**src/rtl/branch_predictor_pkg.sv**
```systemverilog
// Purpose: shared types and helpers for the branch predictor.
//   bp_entry_t    : one table entry as seen by the lookup port
//                   (tag/target fields are sized for the widest supported PC
//                   and zero-extended when ADDR_WIDTH is narrower)
//   SNT/WNT/WT/ST : 2-bit bimodal counter states
//   sat_ctr_next  : saturating counter step
//   entry_taken   : direction an entry predicts, assuming it hit
package bp_pkg;

   localparam int BP_MAX_AW = 32;

   localparam logic [1:0] SNT = 2'b00;
   localparam logic [1:0] WNT = 2'b01;
   localparam logic [1:0] WT  = 2'b10;
   localparam logic [1:0] ST  = 2'b11;

   typedef struct packed {
      logic                 valid;
      logic [BP_MAX_AW-1:0] tag;
      logic [BP_MAX_AW-1:0] target;
      logic                 is_jump;
      logic [1:0]           ctr;
   } bp_entry_t;

   function automatic logic [1:0] sat_ctr_next(input logic [1:0] ctr, input logic taken);
      if (taken) return (ctr == ST)  ? ST  : ctr + 2'b01;
      else       return (ctr == SNT) ? SNT : ctr - 2'b01;
   endfunction

   // Jumps are always taken while resident; branches follow the counter MSB.
   function automatic logic entry_taken(input bp_entry_t e);
      return e.is_jump | e.ctr[1];
   endfunction

endpackage

```
**src/rtl/branch_predictor_if.sv**
```systemverilog
// Purpose: fetch / prediction / update signal bundle of the branch predictor.
//   master : fetch unit + branch resolution unit (drive fetch_* / flush / update_*)
//   slave  : branch_predictor (drives pred_*)
// Handshake: there is no ready. fetch_valid and update_valid each qualify their
// payload for exactly the cycle they are high; pred_valid qualifies pred_* and
// stays high while fetch_stall holds the outputs.
interface branch_predictor_if #(
   parameter int ADDR_WIDTH = 32
);
   logic                  fetch_valid;
   logic [ADDR_WIDTH-1:0] fetch_pc;
   logic                  fetch_stall;
   logic                  flush;
   logic                  pred_valid;
   logic [ADDR_WIDTH-1:0] pred_pc;
   logic                  pred_taken;
   logic [ADDR_WIDTH-1:0] pred_target;
   logic                  update_valid;
   logic [ADDR_WIDTH-1:0] update_pc;
   logic                  update_actual_taken;
   logic [ADDR_WIDTH-1:0] update_actual_target;
   logic                  update_is_jump;

   modport master (
      output fetch_valid, fetch_pc, fetch_stall, flush,
      output update_valid, update_pc, update_actual_taken, update_actual_target, update_is_jump,
      input  pred_valid, pred_pc, pred_taken, pred_target
   );

   modport slave (
      input  fetch_valid, fetch_pc, fetch_stall, flush,
      input  update_valid, update_pc, update_actual_taken, update_actual_target, update_is_jump,
      output pred_valid, pred_pc, pred_taken, pred_target
   );
endinterface

```
**src/rtl/branch_predictor_table.sv**
```systemverilog
// Purpose: direct-mapped BTB + bimodal counter storage.
//   Read port : i_rd_idx -> o_rd_entry (combinational, pre-update contents)
//   Write port: i_wr_* applies one resolved branch/jump per cycle, doing its
//               own read-modify-write of the addressed entry.
//   valid/ctr/is_jump are async-reset; tag/target are plain storage.
module bp_table
   import bp_pkg::*;
#(
   parameter int ADDR_WIDTH = 32,
   parameter int ENTRIES    = 64,
   parameter int IDX_W      = $clog2(ENTRIES),
   parameter int TAG_W      = ADDR_WIDTH - IDX_W - 2
) (
   input  logic                  clk,
   input  logic                  rst_n,
   input  logic [IDX_W-1:0]      i_rd_idx,
   output bp_entry_t             o_rd_entry,
   input  logic                  i_wr_valid,
   input  logic [IDX_W-1:0]      i_wr_idx,
   input  logic [TAG_W-1:0]      i_wr_tag,
   input  logic                  i_wr_taken,
   input  logic [ADDR_WIDTH-1:0] i_wr_target,
   input  logic                  i_wr_is_jump
);

   logic                  r_valid   [ENTRIES];
   logic                  r_is_jump [ENTRIES];
   logic [1:0]            r_ctr     [ENTRIES];
   logic [TAG_W-1:0]      r_tag     [ENTRIES];
   logic [ADDR_WIDTH-1:0] r_target  [ENTRIES];

   logic w_wr_hit;

   always_comb begin
      o_rd_entry         = '0;
      o_rd_entry.valid   = r_valid[i_rd_idx];
      o_rd_entry.tag     = BP_MAX_AW'(r_tag[i_rd_idx]);
      o_rd_entry.target  = BP_MAX_AW'(r_target[i_rd_idx]);
      o_rd_entry.is_jump = r_is_jump[i_rd_idx];
      o_rd_entry.ctr     = r_ctr[i_rd_idx];
   end

   assign w_wr_hit = r_valid[i_wr_idx] && (r_tag[i_wr_idx] == i_wr_tag);

   always_ff @(posedge clk or negedge rst_n) begin
      if (!rst_n) begin
         for (int i = 0; i < ENTRIES; i++) begin
            r_valid[i]   <= 1'b0;
            r_is_jump[i] <= 1'b0;
            r_ctr[i]     <= WNT;
         end
      end else if (i_wr_valid) begin
         if (w_wr_hit) begin
            r_is_jump[i_wr_idx] <= i_wr_is_jump;
            if (!i_wr_is_jump)
               r_ctr[i_wr_idx] <= sat_ctr_next(r_ctr[i_wr_idx], i_wr_taken);
         end else if (i_wr_taken) begin
            r_valid[i_wr_idx]   <= 1'b1;
            r_is_jump[i_wr_idx] <= i_wr_is_jump;
            r_ctr[i_wr_idx]     <= WT;
         end
      end
   end

   // Tag/target change only on taken outcomes: a taken hit rewrites the same
   // tag, a taken miss allocates, and not-taken never touches them.
   always_ff @(posedge clk) begin
      if (i_wr_valid && i_wr_taken) begin
         r_tag[i_wr_idx]    <= i_wr_tag;
         r_target[i_wr_idx] <= i_wr_target;
      end
   end

endmodule

```
**src/rtl/branch_predictor.sv**
```systemverilog
// Purpose: fetch-side BTB + 2-bit bimodal branch predictor, trained by the
// branch resolution unit.
//   clk   : rising-edge clock
//   rst_n : asynchronous active-low reset
//   bus   : branch_predictor_if.slave (fetch request, registered prediction,
//           resolved-branch update)
// Lookup is one cycle: the table is read with fetch_pc and the result is
// registered. flush beats stall beats a new capture.
// ADDR_WIDTH must not exceed bp_pkg::BP_MAX_AW.
module branch_predictor
   import bp_pkg::*;
#(
   parameter int ADDR_WIDTH = 32,
   parameter int ENTRIES    = 64
) (
   input  logic               clk,
   input  logic               rst_n,
   branch_predictor_if.slave  bus
);

   localparam int IDX_W = $clog2(ENTRIES);
   localparam int TAG_W = ADDR_WIDTH - IDX_W - 2;

   logic [IDX_W-1:0]      w_fetch_idx;
   logic [TAG_W-1:0]      w_fetch_tag;
   bp_entry_t             w_entry;
   logic                  w_hit;
   logic                  w_taken;
   logic [ADDR_WIDTH-1:0] w_target;

   logic                  r_pred_valid;
   logic [ADDR_WIDTH-1:0] r_pred_pc;
   logic                  r_pred_taken;
   logic [ADDR_WIDTH-1:0] r_pred_target;

   assign w_fetch_idx = bus.fetch_pc[IDX_W+1:2];
   assign w_fetch_tag = bus.fetch_pc[ADDR_WIDTH-1:IDX_W+2];

   bp_table #(
      .ADDR_WIDTH (ADDR_WIDTH),
      .ENTRIES    (ENTRIES)
   ) u_table (
      .clk          (clk),
      .rst_n        (rst_n),
      .i_rd_idx     (w_fetch_idx),
      .o_rd_entry   (w_entry),
      .i_wr_valid   (bus.update_valid),
      .i_wr_idx     (bus.update_pc[IDX_W+1:2]),
      .i_wr_tag     (bus.update_pc[ADDR_WIDTH-1:IDX_W+2]),
      .i_wr_taken   (bus.update_actual_taken),
      .i_wr_target  (bus.update_actual_target),
      .i_wr_is_jump (bus.update_is_jump)
   );

   assign w_hit    = w_entry.valid && (w_entry.tag == BP_MAX_AW'(w_fetch_tag));
   assign w_taken  = w_hit && entry_taken(w_entry);
   // Fall-through wraps modulo 2**ADDR_WIDTH.
   assign w_target = w_taken ? w_entry.target[ADDR_WIDTH-1:0]
                             : bus.fetch_pc + ADDR_WIDTH'(4);

   always_ff @(posedge clk or negedge rst_n) begin
      if (!rst_n) begin
         r_pred_valid  <= 1'b0;
         r_pred_pc     <= '0;
         r_pred_taken  <= 1'b0;
         r_pred_target <= '0;
      end else if (bus.flush) begin
         r_pred_valid  <= 1'b0;
      end else if (!bus.fetch_stall) begin
         r_pred_valid  <= bus.fetch_valid;
         if (bus.fetch_valid) begin
            r_pred_pc     <= bus.fetch_pc;
            r_pred_taken  <= w_taken;
            r_pred_target <= w_target;
         end
      end
   end

   assign bus.pred_valid  = r_pred_valid;
   assign bus.pred_pc     = r_pred_pc;
   assign bus.pred_taken  = r_pred_taken;
   assign bus.pred_target = r_pred_target;

endmodule

```
**src/flat_wrapper.sv**
```systemverilog
// flat-port wrapper written by rule: the top's interface ports become plain ports
module branch_predictor_flat import bp_pkg::*;
#(
   parameter int ADDR_WIDTH = 32,
   parameter int ENTRIES    = 64
)
  (clk, rst_n, bus_fetch_valid, bus_fetch_pc, bus_fetch_stall, bus_flush, bus_update_valid, bus_update_pc, bus_update_actual_taken, bus_update_actual_target, bus_update_is_jump, bus_pred_valid, bus_pred_pc, bus_pred_taken, bus_pred_target);
  branch_predictor_if #(.ADDR_WIDTH(ADDR_WIDTH)) bus_i ();
  input  logic clk;
  input  logic rst_n;
  input wire logic [$bits(bus_i.fetch_valid)-1:0] bus_fetch_valid;
  input wire logic [$bits(bus_i.fetch_pc)-1:0] bus_fetch_pc;
  input wire logic [$bits(bus_i.fetch_stall)-1:0] bus_fetch_stall;
  input wire logic [$bits(bus_i.flush)-1:0] bus_flush;
  input wire logic [$bits(bus_i.update_valid)-1:0] bus_update_valid;
  input wire logic [$bits(bus_i.update_pc)-1:0] bus_update_pc;
  input wire logic [$bits(bus_i.update_actual_taken)-1:0] bus_update_actual_taken;
  input wire logic [$bits(bus_i.update_actual_target)-1:0] bus_update_actual_target;
  input wire logic [$bits(bus_i.update_is_jump)-1:0] bus_update_is_jump;
  output wire logic [$bits(bus_i.pred_valid)-1:0] bus_pred_valid;
  output wire logic [$bits(bus_i.pred_pc)-1:0] bus_pred_pc;
  output wire logic [$bits(bus_i.pred_taken)-1:0] bus_pred_taken;
  output wire logic [$bits(bus_i.pred_target)-1:0] bus_pred_target;
  assign bus_i.fetch_valid = bus_fetch_valid;
  assign bus_i.fetch_pc = bus_fetch_pc;
  assign bus_i.fetch_stall = bus_fetch_stall;
  assign bus_i.flush = bus_flush;
  assign bus_i.update_valid = bus_update_valid;
  assign bus_i.update_pc = bus_update_pc;
  assign bus_i.update_actual_taken = bus_update_actual_taken;
  assign bus_i.update_actual_target = bus_update_actual_target;
  assign bus_i.update_is_jump = bus_update_is_jump;
  assign bus_pred_valid = bus_i.pred_valid;
  assign bus_pred_pc = bus_i.pred_pc;
  assign bus_pred_taken = bus_i.pred_taken;
  assign bus_pred_target = bus_i.pred_target;
  branch_predictor #(.ADDR_WIDTH(ADDR_WIDTH), .ENTRIES(ENTRIES)) u_core (.clk(clk), .rst_n(rst_n), .bus(bus_i));
endmodule
```
**config.mk**
```make
export PLATFORM = sky130hd
export DESIGN_NAME = branch_predictor_flat
export DESIGN_NICKNAME = d
export VERILOG_FILES = /design/src/rtl/branch_predictor_pkg.sv /design/src/rtl/branch_predictor_if.sv /design/src/rtl/branch_predictor_table.sv /design/src/rtl/branch_predictor.sv /design/src/flat_wrapper.sv
export SDC_FILE = /design/constraint.sdc
export NUM_CORES = 2
export LEC_CHECK = 0
export BUFFER_PORTS_ARGS = -buffer_cell sky130_fd_sc_hd__buf_2
export CORE_MARGIN = 3
export CORE_UTILIZATION = 41
export CTS_CLUSTER_DIAMETER = 50
export DETAILED_ROUTE_END_ITERATION = 12
export GPL_ROUTABILITY_DRIVEN = 0
export PLACE_DENSITY = 0.58
export SYNTH_ARGS = -nofsm -noshare
export SYNTH_HDL_FRONTEND = slang
export SYNTH_SLANG_ARGS = --single-unit
```
**constraint.sdc**
```tcl
create_clock -name clk -period 3.7 [get_ports clk]
set_input_delay 0.74 -clock clk [delete_from_list [all_inputs] [get_ports clk]]
set_output_delay 0.74 -clock clk [all_outputs]
set_load 0.005 [all_outputs]
```
* Word level (Yosys, flattened, before mapping)
Memory sizes are Yosys's and may differ from the RTL's.
Index checks and enable logic that the tools add are counted.
** Operators by class
- $mul :: 0
- Magnitude comparators :: 3
- Divide/modulo/power cells :: 0
- Equality and inequality tests :: 5
- Shift operators :: 0
- Bitwise logic cells :: 10
- Add/subtract/negate cells :: 3
- Reduce and logical (&&, ||, !) cells :: 11
- Muxes and demuxes :: 37
** Operators by type and width (count)
- 2-to-1 mux 128 bit :: 3
- bitwise mux 128 bit :: 1
- 2-to-1 mux 64 bit :: 2
- bitwise OR 64 bit :: 2
- bitwise AND 64 bit :: 1
- bitwise mux 64 bit :: 1
- NOT 64 bit :: 1
- equality test 24 bit :: 2
- adder 32 x 3 -> 32 bit (second input constant) :: 1
- 2-to-1 mux 32 bit :: 1
- binary-select mux 2 bit (select 6 bit) :: 2
- 2-to-1 mux 2 bit :: 11
- binary-select mux 1 bit (select 6 bit) :: 3
- >= comparator 7 bit (second input constant) :: 2
- NOT 6 -> 7 bit :: 2
- demux 2 bit (select 6 bit) :: 1
- 2-to-1 mux 1 bit :: 11
- AND reduction 3 bit :: 3
- < comparator 7 x 1 -> 1 bit (second input constant) :: 1
- demux 1 bit (select 6 bit) :: 1
- logical AND 1 bit :: 5
- NOT 1 bit :: 3
- adder 2 x 1 -> 2 bit (second input constant) :: 1
- equality test 2 bit (second input constant) :: 1
- other kinds (7) :: 7
** Storage, ports and cells
- Memories :: 2
- Memory bits (read-only) :: 0
- Flip-flop bits (word level) :: 322
- Input bits :: 104
- Bits in writable memories :: 3584
- Latch bits :: 0
** Memory list
- u_core.u_table.r_target :: words 64, width 32, read ports 1, clocked after Yosys merged registers in 0, write ports 1, RTL line branch_predictor_table.sv:30 : logic [ADDR_WIDTH-1:0] r_target [ENTRIES];
- u_core.u_table.r_tag :: words 64, width 24, read ports 2, clocked after Yosys merged registers in 0, write ports 1, RTL line branch_predictor_table.sv:29 : logic [TAG_W-1:0] r_tag [ENTRIES];

* Longest topological paths before layout
- Depth after elaboration :: 13
- Gate-level depth with buffers :: 22
- Depth with buffers taken out :: 11

* Hierarchy
From an unflattened synthesis, not the netlist that was laid out.
** Second synthesis, totals
- Cells, all modules :: 8917
- Area, all modules :: 170647.4 um2
** Modules (own cells, without submodules)
- bp_table :: area an instance 166649.8 um2, instances 1, cells each 8455
- branch_predictor :: area an instance 3997.6 um2, instances 1, cells each 462

* Worst setup path before layout
No wires, ideal clock.
- Kind :: input to register
- From :: in bus_update_pc[5]
- To :: reg u_core.u_table.r_ctr[74] in the netlist's numbering
- Stages :: 11
- Arrival time :: 5.647 ns
- Buffers on the path :: 5
- Required time :: 3.615 ns
- Path slack :: -2.032 ns
- Cells stage by stage :: buf_2 > buf_2 > and3b_1 > clkbuf_1 > clkbuf_1 > clkbuf_1 > nand2_1 > nor2_1 > o21ai_0 > o31ai_2 > mux2_1
** On the way
- Word-level cells in the longest chain between the ends :: 13
** RTL lines
- from (decl) :: RTL line flat_wrapper.sv:16 : input wire logic [$bits(bus_i.update_pc)-1:0] bus_update_pc;
- NOT 6 -> 7 bit (implied by the code) :: RTL line branch_predictor_table.sv:43, branch_predictor_table.sv:56, branch_predictor_table.sv:60
- binary-select mux 2 bit (select 6 bit) :: RTL line branch_predictor_table.sv:56 : r_ctr[i_wr_idx] <= sat_ctr_next(r_ctr[i_wr_idx], i_wr_taken);
- 2-to-1 mux 2 bit (implied by the code) (2 in series) :: RTL line branch_predictor_table.sv:56
- subtractor 2 x 1 -> 2 bit, or another cell as far along :: RTL line branch_predictor_pkg.sv:27 : else return (ctr == SNT) ? SNT : ctr - 2'b01;
- 2-to-1 mux 2 bit (on tied branches) :: RTL line branch_predictor_pkg.sv:27, branch_predictor_pkg.sv:26
- 2-to-1 mux 2 bit :: RTL line branch_predictor_pkg.sv:26 : if (taken) return (ctr == ST) ? ST : ctr + 2'b01;
- 2-to-1 mux 2 bit :: RTL line branch_predictor_table.sv:55 : if (!i_wr_is_jump)
- 2-to-1 mux 2 bit :: RTL line branch_predictor_table.sv:53 : if (w_wr_hit) begin
- 2-to-1 mux 2 bit :: RTL line branch_predictor_table.sv:52 : end else if (i_wr_valid) begin
- bitwise mux 128 bit :: RTL line branch_predictor_table.sv:56
- 2-to-1 mux 128 bit :: RTL line branch_predictor_table.sv:55
- 2-to-1 mux 128 bit :: RTL line branch_predictor_table.sv:53
- to (signal, indexed assignment) :: RTL line branch_predictor_table.sv:56
- to (decl) :: RTL line branch_predictor_table.sv:28 : logic [1:0] r_ctr [ENTRIES];
Several ways; a longest one is shown, not always the timed one. The select of a mux whose other input is x is not followed.
A chain may end at the register's enable or synchronous reset.

* Worst setup path after layout
- From :: in bus_update_pc[2]
- To :: reg u_core.u_table.r_ctr[104] in the netlist's numbering
The elaborated chain is that of the path after synthesis.

==> flow_summary.json <==
{
  "critPathSlowestCell": "or3_4",
  "final_hold_viol_count": 0,
  "syn_area_um2": 166200,
  "syn_inst": 8506,
  "cp.arrival_ps": 5180,
  "drt_wl_total_mm": 663.1,
  "violations": "antenna violations, negative setup slack",
  "numCtsBuffers": 450,
  "cts_root_buf": "clkbuf_16",
  "finalSetupViolCount": 289,
  "stdcell_count": 16055,
  "fmaxAchievable_mhz": 234.0,
  "clock_latency_ps": 1020,
  "io_buffers": 167,
  "grt_setup_unrepaired": "true",
  "core_um2": 403200,
  "ys_ff_latch": 3906,
  "yosys-top-cells-count": "edfxtp_1, mux4_2, mux2i_1, clkbuf_1, dfrtp_1",
  "cts_tree": "built",
  "syn_area_per_cell_um2": 19.53,
  "cts_sinks": 3906,
  "ys_seq_area_share_pct": 69.67,
  "hpwlAfterDp_mm": 430.2,
  "max_slew_margin_pct": 15.31,
  "critPathMaxFanout": 8,
  "cp.required_ps": 4610,
  "synth.most_common_cell": "edfxtp_1",
  "cp_cell_sequence": "buf_16, buf_16, buf_6, buf_12, buf_12, buf_12, buf_4, mux4_2, a22o_1, a221o_1, nor3_4, xor2_2, buf_12, nand4_1, or3_4, buf_6, nor2_4, buf_8, nand3_4, buf_12, o22ai_4",
  "syn_to_final_growth_pct": 26.01,
  "grt_pass1_wl_mm": 893.4,
  "pre_cts_ws_ps": -2196,
  "critPathKind": "in -> reg",
  "max-cap-violations": 0,
  "synth_edf_count": 3584,
  "drt_iter0_drc": 17716,
  "fin_ws_ps": -573.7,
  "worst_slew_pin_slew_ps": 1270,
  "leakage_nw": 70.71,
  "num_vias": 106035,
  "yosysTopAreaCellShare_pct": 64.77,
  "grt_max_degree": 103,
  "crit_path_end_kind": "flop",
  "drc": 0,
  "grt_overflow": 0,
  "slew_violations": 0,
  "dr.pass1.iters": 8,
  "cp-start-kind": "input pin",
  "fin_skew_ps": 50.42,
  "io_pins": 170,
  "die_w_um": 642.6,
  "use_met1_pct": 41.31,
  "dieHeight_um": 642.6,
  "worstPathBufferInverterCount": 11,
  "grtUsageMet2_pct": 46.68,
  "antenna_found_initial": 60,
  "cpPeakStageDelay_ps": 560,
  "synthTopCellsByArea": "edfxtp_1, mux4_2, dfrtp_1",
  "viasPerCell": 6.604,
  "h-tree-depth": 5,
  "dp.cells": 15030,
  "ys_types": 99,
  "synth_flop_cell": "edfxtp_1",
  "fin_crit_sh_pct": 115.5,
  "yosysWarnings": 0,
  "gr-max-usage-layer": "met2",
  "syn-num-nets": 8611,
  "die_area_um2": 412900,
  "routedWlPerCell_um": 41.30,
  "power_mw": 103.1,
  "ant_nets": 1,
  "cts_buffer_depth": 4,
  "fp-row-count": 233,
  "min_period_ps": 4274,
  "final_util_pct": 51.93,
  "yosysTopAreaCell": "edfxtp_1",
  "crit_top_cell": "buf_12",
  "status": "complete, but fails checks",
  "min_path_type": "in -> reg",
  "synthArstFlopShare_pct": 8.244,
  "cts.clk_slew.worst_paths_ps": 60,
  "powerDensity_nw_per_um2": 492.6,
  "nets": 10337,
  "drive_gt1_share_pct": 42.39,
  "met3_usage_pct": 9.073,
  "crit_family": "buffers and inverters",
  "start_util_pct": 41.21,
  "track_usage_pct": 31.42,
  "irDropWorstVdd_mv": 0.4479,
  "grt_pass1_vias": 103701
}
-- cell families (layout without fill, tap and decap cells) --
logic type / count (synthesis) / after routing / share of synthesized area (%)
muxes: 1824 / 1824 / 20.58
other: 0 / 31 / 0
AOI/OAI and AO/OA: 1116 / 1116 / 4.645
DFF: 3906 / 3906 / 69.67
adders and majority gates: 3 / 3 / 0.01958
buffers and inverters: 680 / 2791 / 1.914
xor gates and xnor gates: 74 / 74 / 0.3901
and+or+nand+nor: 903 / 905 / 2.784
-- flip-flops by register name, summed over array words and instances (netlist names) --
name                      flops
u_core.bus.pred_taken         1
u_core.u_table.r_target    2048
u_core.u_table.r_tag       1536
u_core.u_table.r_valid       64
u_core.bus.pred_valid         1
u_core.u_table.r_is_jump     64
u_core.bus.pred_pc           32
u_core.u_table.r_ctr        128
u_core.bus.pred_target       32
-- area by class of cell --
class                      instances  area, um^2
fill                           31604      193800
inverter                          54       212.7
multi-input combinational       3922       50350
clock inverter                   302        3138
clock buffer                     537       11800
sequential                      3906      115800
tap                             5405        6763
antenna                           31       77.57
timing repair buffer            1898       21260
-- per-layer routing --
layer / up-vias / wire, um
met3: 1979 / 82450
met4: 39 / 48090
li1: 39608 / -
met1: 56062 / 239300
met2: 8347 / 292900
met5: - / 331
-- report_power, final --
group	switching (mW)	internal, mW	total [mW]	leakage (nW)
sequential	0.416	48.8	49.2	36.2
combinational	5.15	3.73	8.88	27.3
clock	18.9	26.2	45.0	7.23
total	24.4	78.7	103	70.7
-- metrics by stage --
step / hold slack [ps] / setup TNS (ps) / cell area, um^2
2_1_floorplan: 432.1 / -784950 / 167000
3_3_place_gp: 453.0 / -868710 / 189500
3_5_place_dp: 455.6 / -881900 / 189500
4_1_cts: 71.88 / -89270 / 207800
5_1_grt: 112.1 / -122440 / 209300
6_report: 121.1 / -118390 / 209400
-- timing repair --
item                                   in CTS  in global routing
resized for setup                         443                221
setup buffers                              72                 80
cloned                                     25                  4
pin swaps                                 145                 90
setup endpoints to repair                 289                289
endpoints found under the hold margin      56                  0
hold buffers                                5                  0
-- worst register-to-register path, cell delays in order, from the launching register on --
cell and delay (ps):
edfxtp_1 390, mux4_2 580, a221oi_4 330, nor2_2 80, or4_4 560, a21oi_4 290
buf_6 150, nor4bb_4 220, nand4_1 190, buf_6 190, buf_6 140, buf_6 120
o21ai_4 170, buf_12 140, buf_8 120, buf_12 150, a21oi_4 90, o22a_1 200
-- path summary, 6_finish.rpt --
kind                                                              from                                     end  slack [ps]  cells past startpoint
worst max-delay path                                  bus_update_pc[2]   u_core.u_table.r_ctr[104]$_DFFE_PN1P_        -570                     21
min in group asynchronous                                        rst_n  u_core.u_table.r_valid[43]$_DFFE_PN0P_         310                      2
worst min register to register  u_core.u_table.r_valid[24]$_DFFE_PN0P_  u_core.u_table.r_valid[24]$_DFFE_PN0P_         480                      1
worst min-delay path                                  bus_fetch_pc[18]      u_core.bus.pred_pc[18]$_DFFE_PN0P_         120                      2
worst max register to register  u_core.u_table.r_tag[53][17]$_DFFE_PP_   u_core.u_table.r_ctr[105]$_DFFE_PN0P_        -530                     17
max in group asynchronous                                        rst_n      u_core.bus.pred_pc[22]$_DFFE_PN0P_        2130                      3
-- layout by cell type, fill, tap and decap left out, drive strengths merged, types with 140 or more instances in the layout --
master / n
edfxtp: 3584
buf: 1886
mux4: 1257
clkbuf: 543
mux2i: 418
dfrtp: 258
nand2: 254
a22oi: 217
nor2: 193
o22ai: 190
clkinv: 179
a21oi: 173
mux2: 149
o21ai: 140
Power figures use the tool's default switching activity.
